===== src/rtl/decade_decoder_if.sv =====
// Bundle between a decade-counter front end and the decade decoder:
// sample strobe, one-hot code, carry and clear in; decoded digit, wrap count and status out.
interface decade_decoder_if;
    logic       sample_en;
    logic [9:0] number_bit;
    logic       carry_in;
    logic       clear_err;
    logic [3:0] digit;
    logic       digit_valid;
    logic [6:0] wrap_count;
    logic       wrap_pulse;
    logic       onehot_err;
    logic       seq_err;
    logic       carry_err;
    logic [1:0] state_o;

    modport master (
        output sample_en, number_bit, carry_in, clear_err,
        input  digit, digit_valid, wrap_count, wrap_pulse,
        input  onehot_err, seq_err, carry_err, state_o
    );

    modport slave (
        input  sample_en, number_bit, carry_in, clear_err,
        output digit, digit_valid, wrap_count, wrap_pulse,
        output onehot_err, seq_err, carry_err, state_o
    );
endinterface


===== src/rtl/decade_decoder.sv =====
// Tracks a one-hot decade counter: locks on digit 0, follows hold/+1/wrap/restart,
// counts 9->0 wraps and raises sticky one-hot, sequence and carry errors.
module decade_decoder #(
    parameter int CHECK_CARRY = 1,
    parameter int WRAP_MOD    = 100
) (
    input  logic            clock,
    input  logic            reset,
    decade_decoder_if.slave bus
);
    typedef enum logic [1:0] {SYNC = 2'd0, TRACK = 2'd1, FAULT = 2'd2} state_t;

    localparam logic [6:0] WRAP_LAST = 7'(WRAP_MOD - 1);

    state_t     state_p1, state_p0;
    logic [3:0] digit_p1, digit_p0;
    logic [6:0] wrap_p1, wrap_p0;
    logic       pulse_p1, pulse_p0;
    logic       onehot_p1, onehot_p0;
    logic       seq_p1, seq_p0;
    logic       carry_p1, carry_p0;
    logic       hist_vld_p1, hist_vld_p0;
    logic       valid_p1;
    logic       legal;
    logic [3:0] idx;

    function automatic logic is_onehot(input logic [9:0] v);
        return (v != 10'd0) && ((v & (v - 10'd1)) == 10'd0);
    endfunction

    function automatic logic [3:0] encode(input logic [9:0] v);
        logic [3:0] r;
        r = 4'd0;
        for (int k = 0; k < 10; k++)
            if (v[k]) r = 4'(k);
        return r;
    endfunction

    function automatic logic [6:0] wrap_inc(input logic [6:0] c);
        return (c >= WRAP_LAST) ? 7'd0 : c + 7'd1;
    endfunction

    assign legal = is_onehot(bus.number_bit);
    assign idx   = encode(bus.number_bit);

    always_comb begin
        state_p0    = state_p1;
        digit_p0    = digit_p1;
        wrap_p0     = wrap_p1;
        pulse_p0    = 1'b0;
        onehot_p0   = onehot_p1;
        seq_p0      = seq_p1;
        carry_p0    = carry_p1;
        hist_vld_p0 = 1'b0;
        if (bus.clear_err) begin
            state_p0  = SYNC;
            onehot_p0 = 1'b0;
            seq_p0    = 1'b0;
            carry_p0  = 1'b0;
        end else if (bus.sample_en) begin
            hist_vld_p0 = (state_p1 == TRACK);
            // carry_in lags the code by one cycle, so it describes the digit we now hold
            if (CHECK_CARRY != 0 && hist_vld_p1 && (bus.carry_in != (digit_p1 <= 4'd4)))
                carry_p0 = 1'b1;
            case (state_p1)
                SYNC: begin
                    if (legal && idx == 4'd0) begin
                        state_p0 = TRACK;
                        digit_p0 = 4'd0;
                    end
                end
                TRACK: begin
                    if (!legal) begin
                        onehot_p0 = 1'b1;
                        state_p0  = FAULT;
                    end else if (idx == digit_p1) begin
                        digit_p0 = digit_p1;
                    end else if (digit_p1 <= 4'd8 && idx == digit_p1 + 4'd1) begin
                        digit_p0 = idx;
                    end else if (idx == 4'd0 && digit_p1 == 4'd9) begin
                        digit_p0 = 4'd0;
                        wrap_p0  = wrap_inc(wrap_p1);
                        pulse_p0 = 1'b1;
                    end else if (idx == 4'd0) begin
                        digit_p0 = 4'd0;
                    end else begin
                        seq_p0   = 1'b1;
                        state_p0 = FAULT;
                    end
                end
                default: ;
            endcase
        end
    end

    // registered output stage
    always_ff @(posedge clock) begin
        if (reset) begin
            state_p1    <= SYNC;
            digit_p1    <= 4'd0;
            wrap_p1     <= 7'd0;
            pulse_p1    <= 1'b0;
            onehot_p1   <= 1'b0;
            seq_p1      <= 1'b0;
            carry_p1    <= 1'b0;
            hist_vld_p1 <= 1'b0;
            valid_p1    <= 1'b0;
        end else begin
            state_p1    <= state_p0;
            digit_p1    <= digit_p0;
            wrap_p1     <= wrap_p0;
            pulse_p1    <= pulse_p0;
            onehot_p1   <= onehot_p0;
            seq_p1      <= seq_p0;
            carry_p1    <= carry_p0;
            hist_vld_p1 <= hist_vld_p0;
            valid_p1    <= (state_p0 == TRACK);
        end
    end

    assign bus.digit       = digit_p1;
    assign bus.digit_valid = valid_p1;
    assign bus.wrap_count  = wrap_p1;
    assign bus.wrap_pulse  = pulse_p1;
    assign bus.onehot_err  = onehot_p1;
    assign bus.seq_err     = seq_p1;
    assign bus.carry_err   = carry_p1;
    assign bus.state_o     = state_p1;
endmodule


===== src/flat_wrapper.sv =====
// flat-port wrapper written by rule: the top's interface ports become plain ports
module decade_decoder_flat 
#(
    parameter int CHECK_CARRY = 1,
    parameter int WRAP_MOD    = 100
)
  (clock, reset, bus_sample_en, bus_number_bit, bus_carry_in, bus_clear_err, bus_digit, bus_digit_valid, bus_wrap_count, bus_wrap_pulse, bus_onehot_err, bus_seq_err, bus_carry_err, bus_state_o);
  decade_decoder_if bus_i ();
  input  logic clock;
  input  logic reset;
  input wire logic [$bits(bus_i.sample_en)-1:0] bus_sample_en;
  input wire logic [$bits(bus_i.number_bit)-1:0] bus_number_bit;
  input wire logic [$bits(bus_i.carry_in)-1:0] bus_carry_in;
  input wire logic [$bits(bus_i.clear_err)-1:0] bus_clear_err;
  output wire logic [$bits(bus_i.digit)-1:0] bus_digit;
  output wire logic [$bits(bus_i.digit_valid)-1:0] bus_digit_valid;
  output wire logic [$bits(bus_i.wrap_count)-1:0] bus_wrap_count;
  output wire logic [$bits(bus_i.wrap_pulse)-1:0] bus_wrap_pulse;
  output wire logic [$bits(bus_i.onehot_err)-1:0] bus_onehot_err;
  output wire logic [$bits(bus_i.seq_err)-1:0] bus_seq_err;
  output wire logic [$bits(bus_i.carry_err)-1:0] bus_carry_err;
  output wire logic [$bits(bus_i.state_o)-1:0] bus_state_o;
  assign bus_i.sample_en = bus_sample_en;
  assign bus_i.number_bit = bus_number_bit;
  assign bus_i.carry_in = bus_carry_in;
  assign bus_i.clear_err = bus_clear_err;
  assign bus_digit = bus_i.digit;
  assign bus_digit_valid = bus_i.digit_valid;
  assign bus_wrap_count = bus_i.wrap_count;
  assign bus_wrap_pulse = bus_i.wrap_pulse;
  assign bus_onehot_err = bus_i.onehot_err;
  assign bus_seq_err = bus_i.seq_err;
  assign bus_carry_err = bus_i.carry_err;
  assign bus_state_o = bus_i.state_o;
  decade_decoder #(.CHECK_CARRY(CHECK_CARRY), .WRAP_MOD(WRAP_MOD)) u_core (.clock(clock), .reset(reset), .bus(bus_i));
endmodule

===== config.mk =====
export PLATFORM = sky130hd
export DESIGN_NAME = decade_decoder_flat
export DESIGN_NICKNAME = d
export VERILOG_FILES = /design/src/rtl/decade_decoder_if.sv /design/src/rtl/decade_decoder.sv /design/src/flat_wrapper.sv
export SDC_FILE = /design/constraint.sdc
export NUM_CORES = 1
export LEC_CHECK = 0
export ABC_CLOCK_PERIOD_IN_PS = 6700
export CAP_MARGIN = 5
export CELL_PAD_IN_SITES_DETAIL_PLACEMENT = 0
export CELL_PAD_IN_SITES_GLOBAL_PLACEMENT = 2
export CORE_MARGIN = 1.5
export CORE_UTILIZATION = 32
export CTS_BUF_LIST = sky130_fd_sc_hd__clkbuf_8
export DETAILED_ROUTE_END_ITERATION = 8
export PLACE_DENSITY = 0.87
export SLEW_MARGIN = 15
export SYNTH_ARGS = -nofsm -noshare
export SYNTH_HDL_FRONTEND = slang
export SYNTH_SLANG_ARGS = --single-unit

===== constraint.sdc =====
create_clock -name clock -period 6.7 [get_ports clock]
set_input_delay 1.34 -clock clock [delete_from_list [all_inputs] [get_ports clock]]
set_output_delay 1.34 -clock clock [all_outputs]
set_load 0.01 [all_outputs]

==> run metrics, run 1 <==
antenna-violating nets left 0; Int Pwr between 0.15 and 0.2 mW; root buf cell clkbuf_8; setup_tns 0 ps; Rel. slew slack 58.62%; Setup-failing EPs final 0; pin count of the biggest net entering global routing 13; Worst R2R Start u_core.bus.digit[0]; Final period util between 50% and 60%; M2 GR Usage around a quarter; Ant. Diodes 0; number of placement rows 23; max-slew violations 0; post_cts resized 0; Worst EP required between 6000 and 7000 ps; GPL Wtd Cong roughly 0.79; Clock power frac 36.3%; post-synthesis async set-or-reset flop share 0%; Routed WL per cell ~13 um; CTS Buf Count 3; hold wc startpoint u_core.bus.seq_err; Residual DRC 0; Worst R2R Path Depth 7; sw frac 24.62%; kind of critical path input pin to register; Die X a little under 70 um; share of cells above drive strength 1 11.83%; Worst setup EP type register; clk_lat worst skew about 260 ps; worst min path class register to register; post-route clock skew 6.338 ps; Layout Nets ~200; Hold Slack between 400 and 500 ps; Sink Count 19; FF+latch area 380.4 um^2; CTS max path bufs 2; Die Ht around 67 um; Post-CTS Setup Inserts 0; Max Clk Rate roughly 280 MHz; Critical Path Slowest Stage Cell clkdlybuf4s50_1; hpwl dp ~2500 um; core area around 4000 um^2; DRT Pass-1 Iters 4; hold_buf cts 0; Yosys reg bits 19; Area Growth Syn to Fin 30.31%; initial antenna violation count 0; Starting Density between 30 and 40%; Iter 0 DRT Violations 91; most frequent cells in the layout clkdlybuf4s50_1 (32), dfxtp_1 (19), nor2_1 (17); GR peak layer met2; outcome completed; Max-cap violations 0; minimum clock period between 3000 and 4000 ps; Logic pwr share between 10% and 20%; Psw 0.05496 mW; CTS tree yes; vias per cell about 5.3; most common cell after layout, fill and taps aside clkdlybuf4s50_1; vias between 1k and 1.5k; hold depth 2; die area 4536 um^2; fillers slightly above 400; ys flop type dfxtp_1; vias in the first global route 1193; All-Layer GR Usage ~16%; first-pass GRT wire length 5471 um; setup repair after global routing missed its margin false; crit-path max cell delay 570 ps; Max H-tree Level 1; cell breakdown of the critical path clkdlybuf4s50_1 -> maj3_1 -> o31ai_1 -> nand4_2 -> nor3_4 -> a41o_4 -> nor2_2; critical path fanouts, max 9; Remaining Overflow, GRT 0; footprint of the multi-input gates between 800 and 900 um^2; final WL approximately 3200 um; Power Dens Cells 129.3 nW/um^2; Worst EP arrival 3700 ps; sequential fraction of the synthesis area approximately 29%; Buffers on Ports 32; CP startpoint bus_number_bit[4]; Slew @ Worst Pin 615.5 ps; Worst-path clk slew roughly 80 ps; met3 usage around 4.3%; startpoint types input pin; Fin. Hold Viols 0; EDFF count, synth 0; Mapped Cells ~160; post-synthesis net count 175; Flop pwr share between 50% and 60%; GR Util met1 between 20% and 30%; Syn Area/Cell about 8.5 um^2; Ys Warns 0; worst vdd ir 0.1198 mV; synthesized area between 1000 and 1500 um^2; # IOs 33; Leakage ~0.61 nW; synth unique cells 53
cells in the mapped netlist (2+ instances only):
master    count  area (um^2)
dfxtp_1      19        380.4
nor2_1       17        63.81
nand2_1       8        30.03
nor2_2        7        43.79
inv_1         6        22.52
mux2i_1       6        60.06
nand2b_1      6        37.54
a21oi_1       5        25.02
nand3_1       5        25.02
xor2_1        5        43.79
ha_1          4        50.05
xnor2_1       4        35.03
a211oi_1      3        22.52
a31oi_1       3        18.77
buf_2         3        15.01
nand3b_1      3        22.52
nor3_1        3        15.01
nor4_1        3        18.77
or4_1         3        22.52
and3_1        2        12.51
clkbuf_1      2        7.510
nand4_1       2        12.51
nor3b_1       2        15.01
o21ai_0       2        10.01
o21ai_1       2        10.01
o31ai_1       2        15.01
o32ai_1       2        17.52
or3_1         2        12.51
flip-flops by register name (all words and copies together) (netlist names):
register / cells
u_core.bus.wrap_count: 7
u_core.bus.onehot_err: 1
u_core.bus.carry_err: 1
u_core.bus.digit_valid: 1
u_core.hist_vld_p1: 1
u_core.bus.wrap_pulse: 1
u_core.bus.digit: 4
u_core.bus.seq_err: 1
u_core.bus.state_o: 2
per-stage QoR:
step	cells	cell area, um^2	util (%)	power [mW]	setup slack (ps)
3_5_place_dp	232	1678	41.95	0.1448	2893
4_1_cts	236	1727	43.17	0.2269	3166
5_1_grt	236	1727	43.17	0.2363	3029
2_1_floorplan	156	1325	-	0.1315	3592
6_report	236	1727	43.17	0.2233	3149
3_3_place_gp	232	1678	41.95	0.1446	2944
final timing paths:
path	slack (ps)	endpoint
max	3150	u_core.bus.wrap_count[2]
min	460	u_core.bus.seq_err
max reg2reg	4230	u_core.bus.digit[1]
min reg2reg	460	u_core.bus.seq_err
per-layer routing:
metal  up-vias  wire, um
li1        643         -
met1       589      1587
met2        23      1435
met3         2       125
met4         0        12
met5         -         0
cell families (layout without fill, tap and decap cells):
logic type / Yosys count / count (layout) / share of synthesized area (%)
DFF: 19 / 19 / 28.71
and+or+nand+nor: 74 / 74 / 33.24
AOI/OAI and AO/OA: 30 / 30 / 18.22
buffers and inverters: 12 / 42 / 3.966
adders and majority gates: 5 / 5 / 4.533
xor gates and xnor gates: 9 / 9 / 5.949
muxes: 7 / 7 / 5.383
final cells by class:
| type | instances | share of cell area, % |
|---|---|---|
| multi-input combinational | 125 | 51.67 |
| clock inverter | 1 | 0.4348 |
| inverter | 6 | 1.304 |
| tap | 50 | 3.623 |
| sequential | 19 | 22.03 |
| clock buffer | 3 | 2.391 |
| timing repair buffer | 32 | 18.55 |
power by group through the flow:
stage               logic (mW)  registers, mW  clock network, mW
finish                  0.0294          0.113             0.0811
global route            0.0323          0.113             0.0912
CTS                     0.0295          0.113             0.0847
detailed placement      0.0294          0.115                  0
global placement        0.0291          0.115                  0
floorplan               0.0160          0.115                  0
worst max-delay path: cells and delay by family:
| family | cells | cell delay, ps |
|---|---|---|
| AND/OR/NAND/NOR | 3 | 730 |
| adder cells (fa/ha/maj) | 1 | 410 |
| AO/OA/AOI/OAI | 2 | 640 |
| buffers and inverters | 1 | 570 |
No activity file was read; power rests on OpenSTA's default activity.
==> run 2, diff against run 1 <==
- ABC_CLOCK_PERIOD_IN_PS: 6700 -> 3300
- CORE_UTILIZATION: 32 -> 29
- PLACE_DENSITY: 0.87 -> 0.8
- clock period: 6.7 -> 3.3 ns (I/O delays scaled with it)
==> run 2 against run 1 <==
  * Final cell count rose by 2.1%
  * Sequential share of layout area shrank 0.27 points
  * Flip-flop and latch count unchanged
  * Routed wire length rose by 7.3%
  * First-iteration DRC count decreased by 70%
  * Clock power rose by 94%
  * Clock-buffer cell count unchanged
  * Non-clock buffer count is 3 higher
  * Utilization down 3.3 points
  * Critical path type unchanged
  * Largest cell class unchanged
  * Highest routed layer is now met3
==> run metrics, run 2 (synthesized netlist as in run 1, its figures left out) <==
Worst R2R Path Depth 7 (unchanged); dpl ws 133.7 ps (-2759 ps); Sink Count 19 (unchanged); hold depth 2 (unchanged); # IOs 33 (unchanged); Layout Utilization 39.87% (-3.3 points); GPL Wtd Cong 0.7648 (-3.2%); outcome completed; Leakage 0.6255 nW (+3.3%); All-Layer GR Usage 14.46% (-1.2 points); CTS Buf Count 3 (unchanged); worst min path class register to register; worst setup margin 428.2 ps (-2720 ps); Area Growth Syn to Fin 31.92%; vias in the first global route 1253 (+5.0%); Buffers on Ports 32 (unchanged); fillers 446 (+10%); Routed WL per cell 14.07 um (+5.1%); Starting Density 30.22% (-2.9 points); final instance area 1748 um^2 (+1.2%); Die Ht 70.60 um (+4.8%); Psw 0.1066 mW (+94%); vias 1277 (+1.6%); number of placement rows 24 (+4.3%); clk_lat worst skew 250 ps (about the same); max-slew violations 0 (unchanged); most frequent cells in the layout clkdlybuf4s50_1 (32), dfxtp_1 (19), nor2_1 (17); Worst-path clk slew 70 ps (about the same); antenna-violating nets left 0 (unchanged); final WL 3391 um (+7.3%); Worst EP arrival 3020 ps (-680 ps); Setup-failing EPs final 0 (unchanged); hold_buf cts 0 (unchanged); minimum clock period approximately 2900 ps; most common cell after layout, fill and taps aside clkdlybuf4s50_1; Die X 70.60 um (+4.8%); Int Pwr 0.3417 mW (+100%); Flop pwr share 51.1% (+0.6 points); Largest register FFs 7 (unchanged); first-pass GRT wire length 5934 um (+8.5%); pin count of the biggest net entering global routing 11 (-2); setup repair after global routing missed its margin false; sw frac 23.78% (-0.84 points); vias per cell 5.299 (-0.52%); Fin. Hold Viols 0 (unchanged); post_cts resized 0 (unchanged); Ant. Diodes 0 (unchanged); root buf cell clkbuf_8; Rel. slew slack 63.38% (+4.8 points); core area 4384 um^2 (+9.6%); DRT Pass-1 Iters 4 (unchanged); Area after DPL 1703 um^2 (+1.5%); startpoint types input pin; Max Clk Rate roughly 350 MHz; hpwl dp 2690 um (+6.8%); kind of critical path input pin to register; Worst EP required 3450 ps (-3400 ps); Final period util between 80 and 90%; post-route clock skew 1.254 ps (-5.084 ps); Worst setup EP type register; share of cells above drive strength 1 12.70% (+0.87 points); Post-CTS Setup Inserts 0 (unchanged); critical path fanouts, max 9 (unchanged); Remaining Overflow, GRT 0 (unchanged); worst vdd ir 0.1253 mV (+4.6%); Slew @ Worst Pin 544.7 ps (-70.75 ps); CTS max path bufs 2 (unchanged); initial antenna violation count 0 (unchanged); setup_tns 0 ps (unchanged); Logic pwr share 13.9% (+0.8 points); die area 4984 um^2 (+9.9%); Layout Nets 209 (+1.5%); Clock power frac 34.9% (-1.4 points); Power Dens Cells 256.5 nW/um^2 (+98%); Max H-tree Level 1 (unchanged); Max-cap violations 0 (unchanged); CTS tree yes; Iter 0 DRT Violations 27 (-70%); Residual DRC 0 (unchanged)
[run 2: changes by cell type in the layout (fill, tap and decap cells not counted), sizes merged]
cell | before | now
inv | 6 | 7
clkinvlp | 1 | 0
buf | 0 | 3
[run 2: cell type report]
class	instances	area, um^2	share of cell area, %
Clock inverter	1	3.754	0.2147
Tap cell	52	65.06	3.722
Multi-Input combinational cell	125	892.1	51.04
Timing Repair Buffer	35	342.8	19.61
Sequential cell	19	380.4	21.76
Inverter	6	22.52	1.288
Clock buffer	3	41.29	2.362
[run 2: worst paths after layout]
check	start	to	slack, ps
max	bus_number_bit[4]	u_core.bus.wrap_count[5]	430
min	u_core.bus.seq_err	u_core.bus.seq_err	460
max reg2reg	u_core.bus.digit[0]	u_core.bus.digit[0]	810
min reg2reg	u_core.bus.seq_err	u_core.bus.seq_err	460
[run 2: per-layer routing]
| layer | share of wire [%] | global-route usage, % | up-vias |
|---|---|---|---|
| li1 | - | - | 649 |
| met1 | 48 | 18.94 | 608 |
| met2 | 49 | 24.84 | 20 |
| met3 | 3.1 | 3.419 | 0 |
| met4 | 0 | 2.306 | 0 |
| met5 | 0 | 0 | - |
[run 2: worst max-delay path, cell delays in order]
cell,delay (ps)
clkdlybuf4s50_1,560
maj3_1,410
o31ai_1,270
nand4_2,240
nor3_4,470
a41o_4,360
nor2_2,60
[run 2: per-stage QoR]
| stage | cells | power [mW] | hold WS [ps] |
|---|---|---|---|
| 5_1_grt | 241 | 0.4731 | 491.2 |
| 2_1_floorplan | 156 | 0.2669 | 455.1 |
| 3_3_place_gp | 237 | 0.2962 | 444.5 |
| 6_report | 241 | 0.4483 | 459.7 |
| 3_5_place_dp | 237 | 0.2967 | 446.3 |
| 4_1_cts | 241 | 0.4557 | 469.2 |
[run 2: power by group through the flow]
| stage | registers, mW | logic, mW | clock network [mW] |
|---|---|---|---|
| finish | 0.229 | 0.0625 | 0.157 |
| global route | 0.229 | 0.0687 | 0.175 |
| CTS | 0.229 | 0.0625 | 0.164 |
| detailed placement | 0.234 | 0.0623 | 0 |
| global placement | 0.234 | 0.0618 | 0 |
| floorplan | 0.234 | 0.0325 | 0 |
